[src/rtl/common_dffram_pkg.sv]
// Shared encodings for the DFF RAM write arbiter: sequencer states and grant indices.
package common_dffram_pkg;

  typedef enum logic {
    ST_IDLE  = 1'b0,
    ST_CLEAR = 1'b1
  } state_t;

  localparam logic GRANT_REQ0 = 1'b0;
  localparam logic GRANT_REQ1 = 1'b1;

endpackage

[src/rtl/common_rr_arb2.sv]
// Two-way round-robin arbiter; the tie-break pointer moves only when a transfer is accepted.
module common_rr_arb2
  import common_dffram_pkg::*;
(
  input  logic clk,
  input  logic reset,
  input  logic valid0,
  input  logic valid1,
  input  logic enable,
  output logic ready0,
  output logic ready1,
  output logic accept,
  output logic grant
);

  // prio names the requester that wins the next tie
  logic prio;

  always_comb begin
    grant  = (valid1 && (!valid0 || prio == GRANT_REQ1)) ? GRANT_REQ1 : GRANT_REQ0;
    ready0 = enable && valid0 && (grant == GRANT_REQ0);
    ready1 = enable && valid1 && (grant == GRANT_REQ1);
    accept = ready0 || ready1;
  end

  always_ff @(posedge clk or negedge reset) begin
    if (!reset) begin
      prio <= GRANT_REQ0;
    end else if (accept) begin
      prio <= (grant == GRANT_REQ0) ? GRANT_REQ1 : GRANT_REQ0;
    end
  end

endmodule

[src/rtl/common_dffram_wrarb.sv]
// Write arbiter for a DFF RAM port A: two round-robin requesters plus an optional
// zero-fill sequencer compiled in with COMMON_DFFRAM_WRARB_CLEAR_EN.
module common_dffram_wrarb
  import common_dffram_pkg::*;
#(
  parameter int RAM_DATA_WIDTH = 1,
  parameter int RAM_ADDR_WIDTH = 1
) (
  input  logic                      clk,
  input  logic                      reset,
  input  logic                      req0_valid,
  output logic                      req0_ready,
  input  logic [RAM_ADDR_WIDTH-1:0] req0_addr,
  input  logic [RAM_DATA_WIDTH-1:0] req0_data,
  input  logic                      req1_valid,
  output logic                      req1_ready,
  input  logic [RAM_ADDR_WIDTH-1:0] req1_addr,
  input  logic [RAM_DATA_WIDTH-1:0] req1_data,
  input  logic                      clear_start,
  output logic                      clear_busy,
  output logic                      clear_done,
  output logic [RAM_ADDR_WIDTH-1:0] ram_addra,
  output logic                      ram_ena,
  output logic                      ram_wea,
  output logic [RAM_DATA_WIDTH-1:0] ram_dina
);

  localparam logic [RAM_ADDR_WIDTH-1:0] LAST_ADDR = '1;

  logic                      arb_enable;
  logic                      accept;
  logic                      grant;
  logic                      clear_write;
  logic                      clear_last;
  logic [RAM_ADDR_WIDTH-1:0] clear_cnt;

`ifdef COMMON_DFFRAM_WRARB_CLEAR_EN
  state_t state, state_next;

  assign clear_busy  = (state == ST_CLEAR);
  assign clear_write = (state == ST_CLEAR);
  assign clear_last  = clear_write && (clear_cnt == LAST_ADDR);
  // a start pulse in IDLE blocks requesters in that same cycle
  assign arb_enable  = (state == ST_IDLE) && !clear_start;

  always_comb begin
    state_next = state;
    case (state)
      ST_IDLE:  if (clear_start) state_next = ST_CLEAR;
      ST_CLEAR: if (clear_cnt == LAST_ADDR) state_next = ST_IDLE;
      default:  state_next = ST_IDLE;
    endcase
  end

  always_ff @(posedge clk or negedge reset) begin
    if (!reset) begin
      state     <= ST_IDLE;
      clear_cnt <= '0;
    end else begin
      state     <= state_next;
      clear_cnt <= clear_write ? clear_cnt + 1'b1 : '0;
    end
  end
`else
  logic unused_clear_start;

  assign unused_clear_start = clear_start;
  assign clear_busy  = 1'b0;
  assign clear_write = 1'b0;
  assign clear_last  = 1'b0;
  assign clear_cnt   = '0;
  assign arb_enable  = 1'b1;
`endif

  common_rr_arb2 u_arb (
    .clk    (clk),
    .reset  (reset),
    .valid0 (req0_valid),
    .valid1 (req1_valid),
    .enable (arb_enable),
    .ready0 (req0_ready),
    .ready1 (req1_ready),
    .accept (accept),
    .grant  (grant)
  );

  always_ff @(posedge clk or negedge reset) begin
    if (!reset) begin
      ram_ena    <= 1'b0;
      ram_wea    <= 1'b0;
      ram_addra  <= '0;
      ram_dina   <= '0;
      clear_done <= 1'b0;
    end else begin
      ram_ena    <= 1'b0;
      ram_wea    <= 1'b0;
      clear_done <= clear_last;
      if (clear_write) begin
        ram_ena   <= 1'b1;
        ram_wea   <= 1'b1;
        ram_addra <= clear_cnt;
        ram_dina  <= '0;
      end else if (accept) begin
        ram_ena   <= 1'b1;
        ram_wea   <= 1'b1;
        ram_addra <= (grant == GRANT_REQ1) ? req1_addr : req0_addr;
        ram_dina  <= (grant == GRANT_REQ1) ? req1_data : req0_data;
      end
    end
  end

endmodule

[config.mk]
export PLATFORM = sky130hd
export DESIGN_NAME = common_dffram_wrarb
export DESIGN_NICKNAME = d
export VERILOG_FILES = /design/src/rtl/common_dffram_pkg.sv /design/src/rtl/common_rr_arb2.sv /design/src/rtl/common_dffram_wrarb.sv
export SDC_FILE = /design/constraint.sdc
export NUM_CORES = 1
export LEC_CHECK = 0
export BUFFER_PORTS_ARGS = -buffer_cell sky130_fd_sc_hd__buf_2
export CAP_MARGIN = 10
export CORE_AREA = 4 4 41 43
export DETAILED_ROUTE_END_ITERATION = 16
export DIE_AREA = 0 0 45 47
export GPL_TIMING_DRIVEN = 0
export PLACE_DENSITY = 0.44
export SETUP_SLACK_MARGIN = 0.2
export SKIP_CTS_REPAIR_TIMING = 1
export SYNTH_ARGS = -nofsm -noshare
export SYNTH_HDL_FRONTEND = slang
export SYNTH_HIERARCHICAL = 1
export SYNTH_SLANG_ARGS = --single-unit
[constraint.sdc]
create_clock -name clk -period 1.1 [get_ports clk]
set_input_delay 0 -clock clk [delete_from_list [all_inputs] [get_ports clk]]
set_output_delay 0 -clock clk [all_outputs]
set_load 0.005 [all_outputs]
==> flow_summary.json, run 1 <==
{
  "total_leakage_power_nw": 0.2095,
  "drt-initial-drc-count": 5,
  "syn2layout_area_growth_pct": 80.12,
  "whs_ns": 0.02139,
  "place_area_um2": 326.6,
  "crit_arrival_ns": 1.15,
  "switching_share_pct": 24.09,
  "path_max_fanout": 4,
  "start_util_pct": 16.44,
  "power.switching_mw": 0.1188,
  "crit_path_start_kind": "flop",
  "hold_viol_final": 0,
  "r2r-end": "ram_dina$_DFFE_PN0P_",
  "yosys_warnings": 6,
  "cts_buffer_depth": 2,
  "synthCells": 23,
  "worst_clock_skew_ns": 0.002750,
  "diodes": 0,
  "synth_top_area_cell": "dfrtp_1",
  "rsz0062_at_grt": "yes",
  "min_from": "req1_valid",
  "cap_violations": 0,
  "synth_edf_count": 0,
  "routabilityCongestion": 0.6487,
  "synthTopCellsByCount": "4 x a21oi_1, 4 x dfrtp_1, 3 x buf_4",
  "p_int_mw": 0.3742,
  "rows": 13,
  "final_max_slew_viol_count": 0,
  "ys.flop_type": "dfrtp_1",
  "synth_top_area_share_pct": 46.78,
  "wl_per_cell_um": 8.242,
  "grt_pass1_wl_um": 814,
  "grt_max_degree": 6,
  "post-route-drc-count": 0,
  "drive_gt1_share_pct": 51.06,
  "cts.reportedPaths.clkPinSlew_ns": 0.04,
  "htreeDepth": 1,
  "required_ns": 1.21,
  "clock_latency_ns": 0.23,
  "whs_endpoint": "u_arb/prio$_DFFE_PN0P_",
  "yosys-top-cells-area": "dfrtp_1 47%, buf_4 11%, a21oi_1 9.4%",
  "crit_start": "u_arb/prio$_DFFE_PN0P_",
  "power.total_mw": 0.4930,
  "status": "finished, final reports clean",
  "finalSetupViolCount": 0,
  "grt_use_total_pct": 5.784,
  "hold_class": "in -> reg",
  "io_pins": 17,
  "cts_tree": "built",
  "path_class": "reg -> reg",
  "cts_sinks": 4,
  "peakVddDrop_uv": 578.6,
  "die_h_um": 47,
  "globalRouteOverflowTotal": 0,
  "vias_per_cell": 3.645,
  "layout.cells.non_filler": 62,
  "vias": 226,
  "combPwrFrac_pct": 27.0,
  "async_flop_share_pct": 100.0,
  "finalCoreUtilization_pct": 29.62,
  "whs_path_depth": 2,
  "r2r_slack_ns": 0.06,
  "p_seq_share_pct": 36.7,
  "avgSynthCellArea_um2": 9.302,
  "synthesis.area_um2": 214.0,
  "clkPwrFrac_pct": 36.2,
  "power_density_mw_per_mm2": 1279,
  "wl_um": 511,
  "die_x_um": 45,
  "r2r_start": "u_arb/prio$_DFFE_PN0P_",
  "ctsRootBufferMaster": "clkbuf_4",
  "ys_seq_area_share_pct": 46.78,
  "numPortBuffers": 13,
  "yosysUniqueCellTypes": 12,
  "r2r_cells": 4,
  "numCtsBuffers": 3,
  "dieArea_mm2": 0.002115,
  "detail-route-antenna-nets": 0,
  "final_area_um2": 385.4,
  "dr.pass1.iters": 2,
  "ys_ff_latch": 4,
  "antenna_found_initial": 0,
  "fin_crit_ns": 1.039,
  "nets": 58,
  "first_global_vias": 213,
  "core_mm2": 0.001301,
  "crit_path_end_kind": "flop",
  "dp_cells": 56,
  "fin_crit_sh_pct": 94.49,
  "timing.fmax_mhz": 962.1
}
per-stage QoR:
stage / TNS (ns) / setup WS [ns]
floorplan: 0 / 0.1327
global placement: 0 / 0.05052
detailed placement: 0 / 0.05437
CTS: 0 / 0.03177
global route: -0.01865 / -0.01750
finish: 0 / 0.06061
state kept, by name, indices dropped and copies added (netlist names):
signal / count
ram_dina: 1
ram_wea: 1
u_arb/prio: 1
ram_addra: 1
power by group through the flow:
stage               logic (mW)  registers, mW  clock network, mW
finish                   0.133          0.181              0.178
global route             0.153          0.184              0.197
CTS                      0.106          0.181              0.189
detailed placement       0.106          0.182                  0
global placement         0.105          0.184                  0
floorplan               0.0594          0.183                  0
critical path: stages, from the launching register on:
cell and delay [ns]:
dfrtp_1 0.37, nand2b_4 0.14, and2_4 0.15, mux2i_1 0.18
a21oi_1 0.08
area by class of cell:
| class | count | area [um2] |
|---|---|---|
| plain buffers | 3 | 22.52 |
| flip-flops and latches | 4 | 100.1 |
| clock buffers | 3 | 22.52 |
| fillers | 146 | 915.9 |
| repair buffers | 16 | 96.34 |
| multi-input cells | 21 | 125.1 |
| well taps | 15 | 18.77 |
per-layer routing:
metal	global-route usage (%)	wire (um)
met5	0	0
met4	3.509	0
met1	5.963	214
met3	4.981	86
met2	7.910	210
logic make-up (layout without fill, tap and decap cells):
logic type / Yosys count / after routing / share of synthesized area, %
AND/OR/NAND/NOR: 6 / 6 / 14.04
flip-flops: 4 / 4 / 46.79
AO/OA/AOI/OAI: 6 / 6 / 15.79
multiplexers: 2 / 2 / 9.357
other: 2 / 7 / 3.510
buffers and inverters: 3 / 22 / 10.53
how the worst max path moves through the flow:
| stage | to | slack [ns] |
|---|---|---|
| after floorplan | ram_addra$_DFFE_PN0P_ | 0.13 |
| after global placement | ram_addra$_DFFE_PN0P_ | 0.05 |
| after detailed placement | ram_dina$_DFFE_PN0P_ | 0.05 |
| after CTS | req1_ready | 0.03 |
| after global routing | ram_dina$_DFFE_PN0P_ | -0.02 |
| final | ram_dina$_DFFE_PN0P_ | 0.06 |
layout by cell type, fill, tap and decap left out, types with 2 or more instances in the layout:
| master | netlist | final |
|---|---|---|
| buf_2 | 0 | 12 |
| conb_1 | 2 | 7 |
| buf_4 | 3 | 5 |
| a21oi_1 | 4 | 4 |
| dfrtp_1 | 4 | 4 |
| clkbuf_4 | 0 | 3 |
| mux2i_1 | 2 | 2 |
| nor2_1 | 2 | 2 |
No activity file was read; power rests on OpenSTA's default activity.
==> run 2, diff against run 1 <==
--- a/config.mk
+++ b/config.mk
@@ -11,6 +11,7 @@
 export DETAILED_ROUTE_END_ITERATION = 16
 export DIE_AREA = 0 0 45 47
 export GPL_TIMING_DRIVEN = 0
+export MAX_ROUTING_LAYER = met4
 export PLACE_DENSITY = 0.44
 export SETUP_SLACK_MARGIN = 0.2
 export SKIP_CTS_REPAIR_TIMING = 1
==> flow_summary.json, run 2 (same netlist as run 1, synthesis figures left out) <==
{
  "fillers": 146,
  "seq_area_um2": 100.1,
  "finalCoreUtilization_pct": 29.62,
  "io_pins": 17,
  "crit_arrival_ns": 1.15,
  "numCtsBuffers": 3,
  "drive_gt1_share_pct": 51.06,
  "crit_slowest_cell": "dfrtp_1",
  "peakVddDrop_uv": 579.2,
  "first_global_vias": 213,
  "post-route-drc-count": 0,
  "fin_crit_ns": 1.039,
  "dieArea_mm2": 0.002115,
  "wl_um": 512,
  "finalSetupViolCount": 0,
  "syn2layout_area_growth_pct": 80.12,
  "crit_buf_inv": 0,
  "crit_path_end_kind": "flop",
  "hold_viol_final": 0,
  "die_x_um": 45,
  "grt_pass1_wl_um": 814,
  "status": "finished, final reports clean",
  "rsz0062_at_grt": "yes",
  "antenna_found_initial": 0,
  "crit_path_start_kind": "flop",
  "htreeDepth": 1,
  "power_density_mw_per_mm2": 1281,
  "final.setup.tns_ns": 0,
  "core_mm2": 0.001301,
  "rows": 13,
  "timing.fmax_mhz": 962.2,
  "wl_per_cell_um": 8.258,
  "grt_max_degree": 6,
  "die_h_um": 47,
  "path_class": "reg -> reg",
  "fin_crit_sh_pct": 94.48,
  "cp_top_family": "flip-flops",
  "cpPeakStageDelay_ns": 0.37,
  "ctsRootBufferMaster": "clkbuf_4",
  "clock_latency_ns": 0.23,
  "final_area_um2": 385.4,
  "numPortBuffers": 13,
  "cap_violations": 0,
  "total_leakage_power_nw": 0.2095,
  "diodes": 0,
  "grt_use_total_pct": 5.974,
  "final_cell_mix": "12 x buf_2, 7 x conb_1, 5 x buf_4, 4 x a21oi_1, 4 x dfrtp_1",
  "worst_clock_skew_ns": 0.002516,
  "cts.reportedPaths.clkPinSlew_ns": 0.04,
  "routabilityCongestion": 0.6544,
  "place_area_um2": 326.6,
  "multi_input_area_um2": 125.1,
  "vias_per_cell": 3.645,
  "dr.pass1.iters": 2,
  "final_common_cell": "buf_2",
  "detail-route-antenna-nets": 0,
  "required_ns": 1.21,
  "cts_sinks": 4,
  "nets": 58,
  "globalRouteOverflowTotal": 0,
  "vias": 226,
  "crit_path_cell_trace": "nand2b_4, and2_4, mux2i_1, a21oi_1",
  "path_max_fanout": 4,
  "final_max_slew_viol_count": 0,
  "hold_class": "in -> reg",
  "cts_tree": "built",
  "start_util_pct": 16.44,
  "drt-initial-drc-count": 5,
  "cts_buffer_depth": 2
}
[run 2: worst paths after layout]
kind / startpoint / to / cells past startpoint / slack, ns
hold reg to reg: ram_addra$_DFFE_PN0P_ / ram_addra$_DFFE_PN0P_ / 2 / 0.51
hold / removal: req1_valid / u_arb/prio$_DFFE_PN0P_ / 2 / 0.02
max in group asynchronous: reset / ram_wea$_DFF_PN0_ / 2 / 0.87
setup reg to reg: u_arb/prio$_DFFE_PN0P_ / ram_dina$_DFFE_PN0P_ / 4 / 0.06
setup / recovery: u_arb/prio$_DFFE_PN0P_ / ram_dina$_DFFE_PN0P_ / 4 / 0.06
min in group asynchronous: reset / ram_dina$_DFFE_PN0P_ / 2 / 0.10
[run 2: cell type report]
type / count / area share, %
tap: 15 / 4.870
multi-input combinational: 21 / 32.47
buffer: 3 / 5.844
sequential: 4 / 25.97
clock buffer: 3 / 5.844
timing repair buffer: 16 / 25.00
[run 2: stage by stage]
step                      hold WS, ns  setup slack, ns  total power, mW  instances
after floorplan               -0.2956           0.1327           0.2428         28
after global placement        -0.1891          0.05052           0.2893         56
after global routing          0.06575         -0.01750           0.5344         62
after CTS                     -0.4388          0.03177           0.4765         59
after detailed placement      -0.1875          0.05437           0.2881         56
final                         0.02140          0.06069           0.4937         62
[run 2: layer usage]
metal,part of all wire (%),vias to the layer above,GRT usage (%)
met1,46,91,6.881
met2,41,15,7.910
met4,0,0,3.509
met5,0,-,-
met3,12,0,3.448
li1,-,120,-
[run 2: power by group]
group | internal, mW | switching [mW] | leakage [nW]
clock | 0.122 | 0.0569 | 0.0138
combinational | 0.0843 | 0.0495 | 0.150
sequential | 0.168 | 0.0130 | 0.0455
total | 0.374 | 0.119 | 0.209
[run 2: worst reg2reg max path, cell delays in order, from the launching register on]
cell and delay, ns:
dfrtp_1 0.37, nand2b_4 0.14, and2_4 0.15, mux2i_1 0.19
a21oi_1 0.08
==> run 3, diff against run 2 <==
--- a/config.mk
+++ b/config.mk
@@ -7,12 +7,15 @@
 export LEC_CHECK = 0
 export BUFFER_PORTS_ARGS = -buffer_cell sky130_fd_sc_hd__buf_2
 export CAP_MARGIN = 10
+export CELL_PAD_IN_SITES_DETAIL_PLACEMENT = 0
+export CELL_PAD_IN_SITES_GLOBAL_PLACEMENT = 1
 export CORE_AREA = 4 4 41 43
 export DETAILED_ROUTE_END_ITERATION = 16
 export DIE_AREA = 0 0 45 47
 export GPL_TIMING_DRIVEN = 0
+export HOLD_SLACK_MARGIN = 0.05
 export MAX_ROUTING_LAYER = met4
-export PLACE_DENSITY = 0.44
+export PLACE_DENSITY = 0.56
 export SETUP_SLACK_MARGIN = 0.2
 export SKIP_CTS_REPAIR_TIMING = 1
 export SYNTH_ARGS = -nofsm -noshare
==> constraint.sdc (replaced) <==
create_clock -name clk -period 1.18 [get_ports clk]
set_input_delay 0 -clock clk [delete_from_list [all_inputs] [get_ports clk]]
set_output_delay 0 -clock clk [all_outputs]
set_load 0.005 [all_outputs]
==> flow_summary.json, run 3 (same netlist as run 1, synthesis figures left out) <==
{
  "status": "finished, final reports clean",
  "routabilityCongestion": 0.6441,
  "numPortBuffers": 13,
  "antenna_found_initial": 0,
  "final_common_cell": "buf_2",
  "fillers": 152,
  "place_ws_ns": 0.1284,
  "vias": 222,
  "start_util_pct": 16.44,
  "rows": 13,
  "wl_um": 513,
  "nets": 59,
  "grt_max_degree": 6,
  "multi_input_area_um2": 128.9,
  "crit_path_end_kind": "flop",
  "cts_buffer_depth": 2,
  "crit_path_start_kind": "flop",
  "required_ns": 1.29,
  "path_max_fanout": 3,
  "cts.reportedPaths.clkPinSlew_ns": 0.04,
  "cap_violations": 0,
  "cts_tree": "built",
  "grt_pass1_wl_um": 745,
  "peakVddDrop_uv": 420.0,
  "die_x_um": 45,
  "first_global_vias": 181,
  "final.setup.tns_ns": 0,
  "cp_top_family": "flip-flops",
  "clkPwrFrac_pct": 36.1,
  "final_max_slew_viol_count": 0,
  "total_leakage_power_nw": 0.2135,
  "diodes": 0,
  "die_h_um": 47,
  "power.switching_mw": 0.1161,
  "dp_hpwl_um": 392.9,
  "io_pins": 17,
  "combPwrFrac_pct": 28.0,
  "finalSetupViolCount": 0,
  "syn2layout_area_growth_pct": 86.55,
  "vias_per_cell": 3.524,
  "crit_slowest_cell": "dfrtp_1",
  "clock_latency_ns": 0.23,
  "path_class": "reg -> reg",
  "crit_buf_inv": 0,
  "hold_class": "in -> reg",
  "numCtsBuffers": 3,
  "cpPeakStageDelay_ns": 0.38,
  "globalRouteOverflowTotal": 0,
  "fin_crit_ns": 1.013,
  "seq_area_um2": 100.1,
  "switching_share_pct": 24.79,
  "hold_viol_final": 0,
  "htreeDepth": 1,
  "worst_clock_skew_ns": 0.004454,
  "cts_sinks": 4,
  "timing.fmax_mhz": 987.2,
  "p_int_mw": 0.3521,
  "core_mm2": 0.001301,
  "wl_per_cell_um": 8.143,
  "detail-route-antenna-nets": 0,
  "ctsRootBufferMaster": "clkbuf_4",
  "grt_use_total_pct": 5.569,
  "dr.pass1.iters": 3,
  "drt-initial-drc-count": 5,
  "dieArea_mm2": 0.002115,
  "rsz0062_at_grt": "yes",
  "fin_crit_sh_pct": 85.84,
  "final_cell_mix": "12 x buf_2, 7 x conb_1, 5 x buf_4, 4 x dfrtp_1",
  "drive_gt1_share_pct": 52.08,
  "post-route-drc-count": 0,
  "p_seq_share_pct": 35.9,
  "crit_path_cell_trace": "nand2b_4, and2_4, mux2i_1, a21oi_1",
  "fin_ws_ns": 0.1671,
  "crit_arrival_ns": 1.12,
  "power_density_mw_per_mm2": 1173
}
-- run 3: power by group through the flow --
| stage | Combinational (mW) | Clock [mW] | Sequential (mW) |
|---|---|---|---|
| CTS | 0.0979 | 0.180 | 0.170 |
| finish | 0.131 | 0.169 | 0.168 |
| global placement | 0.0982 | 0 | 0.172 |
| global route | 0.146 | 0.190 | 0.170 |
| detailed placement | 0.0979 | 0 | 0.171 |
| floorplan | 0.0554 | 0 | 0.171 |
-- run 3: final timing paths --
check                                  startpoint                     to  slack [ns]  cells after the start
max                        u_arb/prio$_DFFE_PN0P_   ram_dina$_DFFE_PN0P_        0.17                      4
min                                     req0_addr  ram_addra$_DFFE_PN0P_        0.05                      3
max reg2reg                u_arb/prio$_DFFE_PN0P_   ram_dina$_DFFE_PN0P_        0.17                      4
min reg2reg                  ram_dina$_DFFE_PN0P_   ram_dina$_DFFE_PN0P_        0.53                      2
max in group asynchronous                   reset   ram_dina$_DFFE_PN0P_        0.95                      2
min in group asynchronous                   reset  ram_addra$_DFFE_PN0P_        0.10                      2
-- run 3: metrics by stage --
stage                     hold WS [ns]  cells  cell area [um2]  utilization, %  total power [mW]
after floorplan                -0.2956     28            242.7               -            0.2263
after global placement         -0.1898     56            326.6           25.10            0.2699
after detailed placement       -0.1857     56            326.6           25.10            0.2690
after CTS                      -0.4409     59            349.1           26.83            0.4487
after global routing           0.07576     63            399.1           30.67            0.5057
final                          0.04635     63            399.1           30.67            0.4682
-- run 3: layout make-up --
type	instances	share of cell area [%]
plain buffers	3	5.643
clock buffers	3	5.643
repair buffers	17	26.65
flip-flops and latches	4	25.08
multi-input cells	21	32.29
well taps	15	4.702
-- run 3: tightest hold or removal path: cells and delay by family --
kind / cells / cell delay (ns)
AOI/OAI and AO/OA: 1 / 0.11
buffers and inverters: 1 / 0.07
muxes: 1 / 0.05
-- run 3: layer usage --
layer | global-route usage, % | wire [um] | up-vias
met2 | 5.932 | 204 | 12
met1 | 6.667 | 230 | 90
met4 | 3.509 | 0 | 0
li1 | - | - | 120
met3 | 4.598 | 77 | 0
met5 | - | 0 | -
